--- config.mk ---
export PLATFORM = sky130hd
export DESIGN_NAME = systolic_array_nxn
export DESIGN_NICKNAME = d
export VERILOG_FILES = /design/src/rtl/systolic_array_nxn_pkg.sv /design/src/rtl/systolic_array_nxn_pe_mac.sv /design/src/rtl/systolic_array_nxn.sv
export SDC_FILE = /design/constraint.sdc
export NUM_CORES = 2
export LEC_CHECK = 0
export CORE_ASPECT_RATIO = 0.9
export CORE_MARGIN = 5
export CORE_UTILIZATION = 60
export CTS_BUF_LIST = sky130_fd_sc_hd__clkbuf_4 sky130_fd_sc_hd__clkbuf_8
export DETAILED_ROUTE_END_ITERATION = 6
export PLACE_DENSITY = 0.87
export SYNTH_ARGS = -nofsm -noshare
export SYNTH_HDL_FRONTEND = slang
export SYNTH_SLANG_ARGS = --single-unit
--- constraint.sdc ---
create_clock -name clk -period 9.1 [get_ports clk]
set_input_delay 0.91 -clock clk [delete_from_list [all_inputs] [get_ports clk]]
set_output_delay 0.91 -clock clk [all_outputs]
set_load 0.005 [all_outputs]
--- src/rtl/systolic_array_nxn_pkg.sv ---
// rtl/systolic_array_nxn_pkg.sv - shared types and helpers for the NxN systolic multiplier
package systolic_array_nxn_pkg;

  typedef enum logic [1:0] {
    ST_IDLE  = 2'd0,
    ST_LOAD  = 2'd1,
    ST_FLUSH = 2'd2,
    ST_DONE  = 2'd3
  } state_t;

  // Returns at least 1 so single-entry selects still get a legal port width.
  function automatic int clog2(input int value);
    int r;
    r = 0;
    for (int i = 0; i < 31; i++) begin
      if ((1 << i) < value) r = i + 1;
    end
    return (r == 0) ? 1 : r;
  endfunction

  function automatic int acc_w_default(input int width, input int k_w);
    return 2 * width + k_w;
  endfunction

endpackage

--- src/rtl/systolic_array_nxn_pe_mac.sv ---
// rtl/systolic_array_nxn_pe_mac.sv - one processing element: a/b pass-through and clearable MAC
module systolic_array_nxn_pe_mac #(
  parameter int WIDTH = 8,
  parameter int ACC_W = 24
) (
  input  logic             clk,
  input  logic             rst,
  input  logic             clear,
  input  logic [WIDTH-1:0] a_in,
  input  logic [WIDTH-1:0] b_in,
  output logic [WIDTH-1:0] a_out,
  output logic [WIDTH-1:0] b_out,
  output logic [ACC_W-1:0] acc
);

  logic [WIDTH-1:0]   a_q, a_d, b_q, b_d;
  logic [ACC_W-1:0]   acc_q, acc_d;
  logic [2*WIDTH-1:0] prod;

  // The product uses the registered operands, so it lines up with the values passed on.
  always_comb begin
    a_d   = a_in;
    b_d   = b_in;
    prod  = {{WIDTH{1'b0}}, a_q} * {{WIDTH{1'b0}}, b_q};
    acc_d = clear ? '0 : acc_q + ACC_W'(prod);
  end

  always_ff @(posedge clk or negedge rst) begin
    if (!rst) begin
      a_q   <= '0;
      b_q   <= '0;
      acc_q <= '0;
    end else begin
      a_q   <= a_d;
      b_q   <= b_d;
      acc_q <= acc_d;
    end
  end

  assign a_out = a_q;
  assign b_out = b_q;
  assign acc   = acc_q;

endmodule

--- src/rtl/systolic_array_nxn.sv ---
// rtl/systolic_array_nxn.sv - NxN output-stationary systolic multiplier with job FSM and read port
module systolic_array_nxn
  import systolic_array_nxn_pkg::*;
#(
  parameter int N     = 4,
  parameter int WIDTH = 8,
  parameter int K_W   = 8,
  parameter int ACC_W = acc_w_default(WIDTH, K_W)
) (
  input  logic                  clk,
  input  logic                  rst,
  input  logic                  start,
  input  logic [K_W-1:0]        k_len,
  input  logic                  in_valid,
  output logic                  in_ready,
  input  logic [N*WIDTH-1:0]    a_col,
  input  logic [N*WIDTH-1:0]    b_row,
  output logic                  busy,
  output logic                  done,
  input  logic [clog2(N)-1:0]   rd_row,
  input  logic [clog2(N)-1:0]   rd_col,
  output logic [ACC_W-1:0]      rd_data
);

  localparam int FL_W = clog2(2 * N);

  state_t           state_q, state_d;
  logic [K_W-1:0]   k_q, k_d, beat_cnt_q, beat_cnt_d;
  logic [FL_W-1:0]  flush_cnt_q, flush_cnt_d;
  logic             clear, accept;

  logic [WIDTH-1:0] a_gated [N];
  logic [WIDTH-1:0] b_gated [N];
  logic [WIDTH-1:0] a_edge  [N];
  logic [WIDTH-1:0] b_edge  [N];
  logic [WIDTH-1:0] a_pipe  [N][N];
  logic [WIDTH-1:0] b_pipe  [N][N];
  logic [ACC_W-1:0] acc_arr [N][N];
  logic             unused_tail;

  always_ff @(posedge clk or negedge rst) begin
    if (!rst) begin
      state_q     <= ST_IDLE;
      k_q         <= '0;
      beat_cnt_q  <= '0;
      flush_cnt_q <= '0;
    end else begin
      state_q     <= state_d;
      k_q         <= k_d;
      beat_cnt_q  <= beat_cnt_d;
      flush_cnt_q <= flush_cnt_d;
    end
  end

  always_comb begin
    state_d     = state_q;
    k_d         = k_q;
    beat_cnt_d  = beat_cnt_q;
    flush_cnt_d = flush_cnt_q;
    clear       = 1'b0;
    case (state_q)
      ST_IDLE, ST_DONE: begin
        if (start) begin
          clear       = 1'b1;
          k_d         = k_len;
          beat_cnt_d  = '0;
          flush_cnt_d = '0;
          state_d     = (k_len == '0) ? ST_DONE : ST_LOAD;
        end
      end
      ST_LOAD: begin
        if (accept) begin
          beat_cnt_d = beat_cnt_q + K_W'(1);
          if (beat_cnt_q == k_q - K_W'(1)) state_d = ST_FLUSH;
        end
      end
      ST_FLUSH: begin
        // Drain until the last beat has reached the far corner PE.
        if (flush_cnt_q == FL_W'(2 * N - 2)) state_d = ST_DONE;
        else flush_cnt_d = flush_cnt_q + FL_W'(1);
      end
      default: state_d = ST_IDLE;
    endcase
  end

  always_comb begin
    in_ready = (state_q == ST_LOAD);
    busy     = (state_q == ST_LOAD) || (state_q == ST_FLUSH);
    done     = (state_q == ST_DONE);
  end

  assign accept = in_valid && in_ready;

  always_comb begin
    for (int i = 0; i < N; i++) begin
      a_gated[i] = accept ? a_col[i*WIDTH +: WIDTH] : '0;
      b_gated[i] = accept ? b_row[i*WIDTH +: WIDTH] : '0;
    end
  end

  for (genvar g = 0; g < N; g++) begin : g_skew
    if (g == 0) begin : g_direct
      assign a_edge[g] = a_gated[g];
      assign b_edge[g] = b_gated[g];
    end else begin : g_delay
      logic [WIDTH-1:0] a_sh_q [g];
      logic [WIDTH-1:0] a_sh_d [g];
      logic [WIDTH-1:0] b_sh_q [g];
      logic [WIDTH-1:0] b_sh_d [g];

      always_comb begin
        a_sh_d[0] = a_gated[g];
        b_sh_d[0] = b_gated[g];
        for (int s = 1; s < g; s++) begin
          a_sh_d[s] = a_sh_q[s-1];
          b_sh_d[s] = b_sh_q[s-1];
        end
      end

      always_ff @(posedge clk or negedge rst) begin
        if (!rst) begin
          for (int s = 0; s < g; s++) begin
            a_sh_q[s] <= '0;
            b_sh_q[s] <= '0;
          end
        end else begin
          a_sh_q <= a_sh_d;
          b_sh_q <= b_sh_d;
        end
      end

      assign a_edge[g] = a_sh_q[g-1];
      assign b_edge[g] = b_sh_q[g-1];
    end
  end

  for (genvar i = 0; i < N; i++) begin : g_row
    for (genvar j = 0; j < N; j++) begin : g_col
      logic [WIDTH-1:0] a_src, b_src;
      if (j == 0) begin : g_a_edge
        assign a_src = a_edge[i];
      end else begin : g_a_left
        assign a_src = a_pipe[i][j-1];
      end
      if (i == 0) begin : g_b_edge
        assign b_src = b_edge[j];
      end else begin : g_b_up
        assign b_src = b_pipe[i-1][j];
      end

      systolic_array_nxn_pe_mac #(
        .WIDTH (WIDTH),
        .ACC_W (ACC_W)
      ) u_pe (
        .clk   (clk),
        .rst   (rst),
        .clear (clear),
        .a_in  (a_src),
        .b_in  (b_src),
        .a_out (a_pipe[i][j]),
        .b_out (b_pipe[i][j]),
        .acc   (acc_arr[i][j])
      );
    end
  end

  // Operands leaving the last column/row have nowhere to go.
  always_comb begin
    unused_tail = 1'b0;
    for (int i = 0; i < N; i++) begin
      unused_tail = unused_tail ^ (^a_pipe[i][N-1]) ^ (^b_pipe[N-1][i]);
    end
  end

  assign rd_data = acc_arr[rd_row][rd_col];

endmodule

Yosys cells after proc, flatten, opt, wreduce, memory -nomap -nowiden
Index checks and enable logic that the tools add are counted.

operators by class
  add/subtract/negate cells = 19
  multipliers = 16
  div/mod/pow operators = 0
  magnitude comparators = 2
  equality and inequality tests = 10
  shift operators = 0
  mux-type cells = 44
  bitwise operators = 2
  reductions and logical operators = 11

operators by type and width
  operator                                                                  number
  24-bit 2-to-1 mux                                                         18
  24-bit by 16-bit adder with 24-bit output                                 16
  8-bit by 8-bit multiplier with 16-bit output                              16
  96-bit binary-select mux with 2-bit select                                1
  96-bit 2-to-1 mux                                                         2
  8-bit 2-to-1 mux                                                          10
  24-bit binary-select mux with 2-bit select                                1
  8-bit one-hot mux with 2 select lines                                     1
  2-bit 2-to-1 mux                                                          5
  8-bit by 1-bit adder with 8-bit output (second input constant)            1
  8-bit == test                                                             1
  8-bit logical NOT                                                         1
  8-bit by 1-bit subtractor with 8-bit output (second input constant)       1
  3-bit greater-or-equal comparator (second input constant)                 2
  3-bit 2-to-1 mux                                                          2
  2-bit inequality test (second input constant)                             3
  2-bit NOT with 3-bit output                                               2
  2-bit one-hot mux with 3 select lines                                     1
  3-bit one-hot mux with 2 select lines                                     1
  3-bit AND reduction                                                       2
  2-bit == test (second input constant)                                     2
  2-bit by 1-bit inequality test with 1-bit output (second input constant)  2
  4-bit AND reduction                                                       1
  2-bit nonzero test                                                        2
  9 further kinds                                                           10

word-level totals
  bits in registers = 757
  bits in latches = 0
  memory bits (writable) = 0
  memory bits (read-only) = 0
  output and inout bits = 27
  logic and storage cells = 168
  memories = 0

Depth between registers and ports, before layout
  word-level depth = 7
  gate-level depth with buffers = 19
  gate-level depth less buffers = 18

Cells and area by module
Synthesis repeated with hierarchy kept, for this count alone.

second synthesis, totals
  cell total of the unflattened synthesis = 7550
  area total of the unflattened synthesis = 73892.1 um^2

by module, submodules not included
  module                                                   times used  cells an instance  area an instance (um^2)  sequential area each (um^2)
  systolic_array_nxn_pe_mac at g_row[1].g_col[0].u_pe ...  6           462                4329.2                   1001.0
  systolic_array_nxn_pe_mac at g_row[2].g_col[3].u_pe ...  4           432                4091.4                   1001.0
  systolic_array_nxn_pe_mac at g_row[0].g_col[0].u_pe ...  4           425                4050.1                   1001.0
  systolic_array_nxn                                       1           464                7063.0                   2927.8
  systolic_array_nxn_pe_mac at g_row[2].g_col[2].u_pe      1           477                4320.4                   1001.0
  systolic_array_nxn_pe_mac at g_row[3].g_col[3].u_pe      1           409                3967.6                   1001.0

Least setup slack after synthesis
Ideal clock, no wire load.

  kind = reg-to-reg
  start = register g_row[1].g_col[1].u_pe.b_q[0]
  end = register g_row[1].g_col[1].u_pe.acc_q[20]
  data arrival time = 4.403 ns
  slack = 4.619 ns
  cell stages (with the launch flop) = 18
  buffers on the path = 1
  period minus slack after synthesis = 4.481 ns
  cell sequence = dfrtp_1 -> clkbuf_1 -> nand2_1 -> fa_1 -> inv_1 -> fa_1 -> fa_1 -> inv_1 -> fa_1 -> inv_1 -> ha_1 -> o211ai_1 -> o21ai_2 -> o2111ai_1 -> a31oi_2 -> a311oi_2 -> or3_1 -> a21oi_1

between the ends
  word-level cells in the longest chain between the ends = 3

RTL lines
  element                                       line                             text
  from (decl)                                   systolic_array_nxn_pe_mac.sv:16  logic [WIDTH-1:0] a_q, a_d, b_q, b_d;
  from (signal assigned)                        systolic_array_nxn_pe_mac.sv:31  b_q <= '0;
  from (signal assigned)                        systolic_array_nxn_pe_mac.sv:35  b_q <= b_d;
  8-bit by 8-bit multiplier with 16-bit output  systolic_array_nxn_pe_mac.sv:24  prod = {{WIDTH{1'b0}}, a_q} * {{WIDTH{1'b0}}, b_q};
  24-bit by 16-bit adder with 24-bit output     systolic_array_nxn_pe_mac.sv:25  acc_d = clear ? '0 : acc_q + ACC_W'(prod);
  24-bit 2-to-1 mux                             systolic_array_nxn_pe_mac.sv:25
  named net g_row[1].g_col[1].u_pe.acc_d[20]    systolic_array_nxn_pe_mac.sv:17  logic [ACC_W-1:0] acc_q, acc_d;
  to (signal assigned)                          systolic_array_nxn_pe_mac.sv:32  acc_q <= '0;
  to (signal assigned)                          systolic_array_nxn_pe_mac.sv:36  acc_q <= acc_d;
  to (decl)                                     systolic_array_nxn_pe_mac.sv:17

The timed path passes the listed nets, and every way through them passes these cells.
A chain may end at the register's enable or synchronous reset.

Final worst setup path
  start = register g_row[1].g_col[1].u_pe.a_q[7]
  end = register g_row[1].g_col[1].u_pe.acc_q[20]

between the ends
  word-level cells in the longest chain between the ends = 3

RTL lines
  element                                       line                             text
  from (decl)                                   systolic_array_nxn_pe_mac.sv:16
  from (signal assigned)                        systolic_array_nxn_pe_mac.sv:30  a_q <= '0;
  from (signal assigned)                        systolic_array_nxn_pe_mac.sv:34  a_q <= a_d;
  8-bit by 8-bit multiplier with 16-bit output  systolic_array_nxn_pe_mac.sv:24
  24-bit by 16-bit adder with 24-bit output     systolic_array_nxn_pe_mac.sv:25
  24-bit 2-to-1 mux                             systolic_array_nxn_pe_mac.sv:25
  named net g_row[1].g_col[1].u_pe.acc_d[20]    systolic_array_nxn_pe_mac.sv:17

The timed path passes the listed nets, and every way through them passes these cells.

==> results by group <==
Clocking
  – Root buf cell: clkbuf_8
  – CTS tree: done
  – Clk sinks: 757
  – H-tree Lvls: 4
  – Hold-fix buffers at CTS: 0
  – Inserted Clock Buffers: 139
  – Post-cts resize count: 0
  – Worst-Skew Late Latency: approximately 0.88 ns
  – Setup bufs post-CTS: 0
  – Clk buf depth: 3
  – Clock-pin slew on the worst setup and hold paths: about 0.06 ns

Synth
  – Post-Syn Nets: 8,548
  – Seq/Total Area, Yosys: 0.273
  – Most frequent cell after synthesis: inv_1
  – Top cell type's share of synthesized area: 0.273
  – Most common library cells after synthesis: inv_1, fa_1, dfrtp_1
  – Leading post-synthesis cells by cell area: dfrtp_1, fa_1, ha_1, inv_1, and2_1
  – Synthesized area per cell: 9.91 sq um
  – Syn Inst Count: 7,004
  – EDFF count, synth: 0
  – Flops & latches, synth: 757
  – Area leader, netlist: dfrtp_1
  – Synthesis Warnings: 0
  – Post-synth top flop: dfrtp_1
  – Count of cell types in the netlist: 84
  – FFs w/ async S/R, synth: 1.00
  – Synth Cell Area: 0.0694 sq mm

Placement
  – Final HPWL DP: 147,000 microns
  – Port-buffer cells: between 100 and 150
  – Cell Area, Placed: 0.0719 sq mm
  – Gpl congestion: 0.999
  – DP Cell Count: 8,478

Timing
  – RSZ-0062 raised after global routing: false
  – Setup TNS: 0 ns
  – Post-route minimum period: 5.39 ns
  – Worst-Margin Slew: 1.19 ns
  – FMAX: 0.186 GHz
  – Clk_skew: 0.0489 ns
  – Max Slew Vio Count: 0
  – Final setup violation count: 0
  – Tcrit/Tclk final: 0.592
  – Final hold viol count: 0
  – Slew headroom: 0.207

Detailed routing
  – Drt pass-1 iters: 6
  – DRC Markers: 0
  – Post-Route WL: 192,000 microns
  – Via-per-instance ratio: 5.89
  – WL per Instance: 22.0 microns
  – Routed Antenna Nets: 0
  – Routed vias: 51,400
  – DRT iter0 DRCs: 4,926

Global route
  – GRT overflow: 0
  – Largest net degree at the start of global routing: 165
  – Tot GR Track Use: 0.321
  – Vias in the first global route: 54,500
  – Global-route wire length before repair: 305,000 microns
  – Initial antenna violation count: 24

Setup path
  – Worst stage delay on the critical path: between 0.8 and 0.9 ns
  – Worst path cell trace: nand2_1, fa_1, inv_1, fa_1, fa_1, inv_1, fa_1, inv_1, ha_1, o211ai_1, o21ai_2, o2111ai_1, a31oi_2, a311oi_2, or3_1, a21oi_1
  – Critical path fanouts, max: 9
  – CP required: 9.89 ns
  – Worst setup EP type: flip-flop
  – Crit path DAT: 6.17 ns
  – Crit Path Category: flip-flop to flip-flop
  – Reg2reg end: g_row[1].g_col[1].u_pe.acc[20]
  – Critical Path Source Type: flip-flop
  – Reg-to-Reg Start: g_row[1].g_col[1].u_pe.a_out[7]
  – Cells on worst reg2reg path: 16
  – CP Buf/Inv Count: 3
  – Cell family with most CP delay: adder cells
  – Critical-path top delay cell: dfrtp_1
  – Worst R2R Setup Slack: 3.71 ns
  – Crit-path most repeated cell: fa_1

Floorplanning
  – Core Region: ~0.12 sq mm
  – Die Ht: between 300 and 400 microns
  – DIE WIDTH: ~370 microns
  – Io pins: about 110
  – # rows: 118
  – Starting Density: 0.603
  – Die ar.: 0.123 sq mm

Min path
  – HP Class: input port to async pin

Layout
  – Nets: 8,663
  – Layout area overhead: 8.02%
  – Fin area: between 0.07 and 0.08 sq mm
  – Share of layout cells above drive strength 1: 0.0581
  – Finished Layout Cells: 8,726

Power
  – Leak Pwr: about 0.04 uW
  – Peak supply drop: 0.164 mV
  – Cell area power density: 184 mW/mm^2

Run status
  – Outcome: completed

Flow run
  – Max-cap violations: 0
[logic make-up (layout without fill, tap and decap cells)]
group	Yosys count	after routing	share of synthesized area
AO/OA/AOI/OAI	745	745	0.0732
buffers and inverters	1739	1951	0.0943
multiplexers	142	142	0.0421
adder cells (fa/ha/maj)	1464	1464	0.350
other	0	10	0
XOR/XNOR	182	182	0.0230
flip-flops	757	757	0.273
AND/OR/NAND/NOR	1975	1975	0.144
[sequential cells by signal, summed over array words and instances, names as in the netlist]
| signal | count |
|---|---|
| flush_cnt_q | 3 |
| g_skew.g_delay.a_sh_d | 24 |
| g_skew.g_delay.b_sh_d | 24 |
| g_row.g_col.u_pe.acc | 384 |
| g_row.g_col.u_pe.b_out | 128 |
| g_row.g_col.b_src | 24 |
| k_q | 8 |
| beat_cnt_q | 8 |
| g_row.g_col.u_pe.a_out | 128 |
| g_row.g_col.a_src | 24 |
| state_q | 2 |
[layout by cell type, fill, tap and decap left out, types with 92 or more instances in the layout]
| cell | count |
|---|---|
| mux4_2 | 120 |
| fa_1 | 800 |
| o21ai_0 | 122 |
| clkbuf_8 | 170 |
| inv_1 | 1591 |
| nor2_1 | 292 |
| a21oi_1 | 178 |
| and3_1 | 114 |
| dfrtp_1 | 757 |
| a21o_1 | 105 |
| clkdlybuf4s50_1 | 101 |
| and2_1 | 630 |
| nand2_1 | 622 |
| xnor2_1 | 92 |
| ha_1 | 663 |
[power by group]
part / internal, uW / total (uW) / switching, uW
sequential: 4010 / 5230 / 1220
combinational: 1900 / 4900 / 3000
clock: 2050 / 3660 / 1610
[worst max path at each step]
stage,from,to,slack [ns],cells after the start
2_1_floorplan,g_row[1].g_col[1].u_pe.b_out[0],g_row[1].g_col[1].u_pe.acc[20],4.62,17
3_3_place_gp,g_row[1].g_col[1].u_pe.a_out[7],g_row[1].g_col[1].u_pe.acc[20],3.87,16
3_5_place_dp,g_row[0].g_col[1].u_pe.a_out[5],g_row[0].g_col[1].u_pe.acc[20],3.84,16
4_1_cts,g_row[0].g_col[1].u_pe.a_out[5],g_row[0].g_col[1].u_pe.acc[22],3.81,16
5_1_grt,g_row[1].g_col[1].u_pe.a_out[7],g_row[1].g_col[1].u_pe.acc[20],3.49,16
6_report,g_row[1].g_col[1].u_pe.a_out[7],g_row[1].g_col[1].u_pe.acc[20],3.71,16
[through the flow]
stage	total power (uW)	hold WS [ns]	utilization	setup slack [ns]
CTS	13700	0.139	0.652	3.81
floorplan	7990	0.331	-	4.62
global placement	9700	0.333	0.625	3.87
finish	13800	0.120	0.652	3.71
detailed placement	10000	0.335	0.625	3.84
global route	14700	0.186	0.652	3.49
[cell type report]
class	count	area (sq um)
inverters	1591	5970
fillers	8399	40000
flip-flops and latches	757	18900
clock inverters	34	415
well taps	1500	1880
clock buffers	204	2590
multi-input cells	4508	43900
repair buffers	122	1210
diodes	10	25.0
[metal layers]
layer / GRT usage / vias up / wire (microns)
met5: 0 / - / 105
met4: 0.162 / 16 / 11300
met3: 0.119 / 673 / 24400
met2: 0.477 / 2715 / 84400
met1: 0.416 / 25700 / 71600
li1: - / 22300 / -
(Power assumes the default switching activity.)
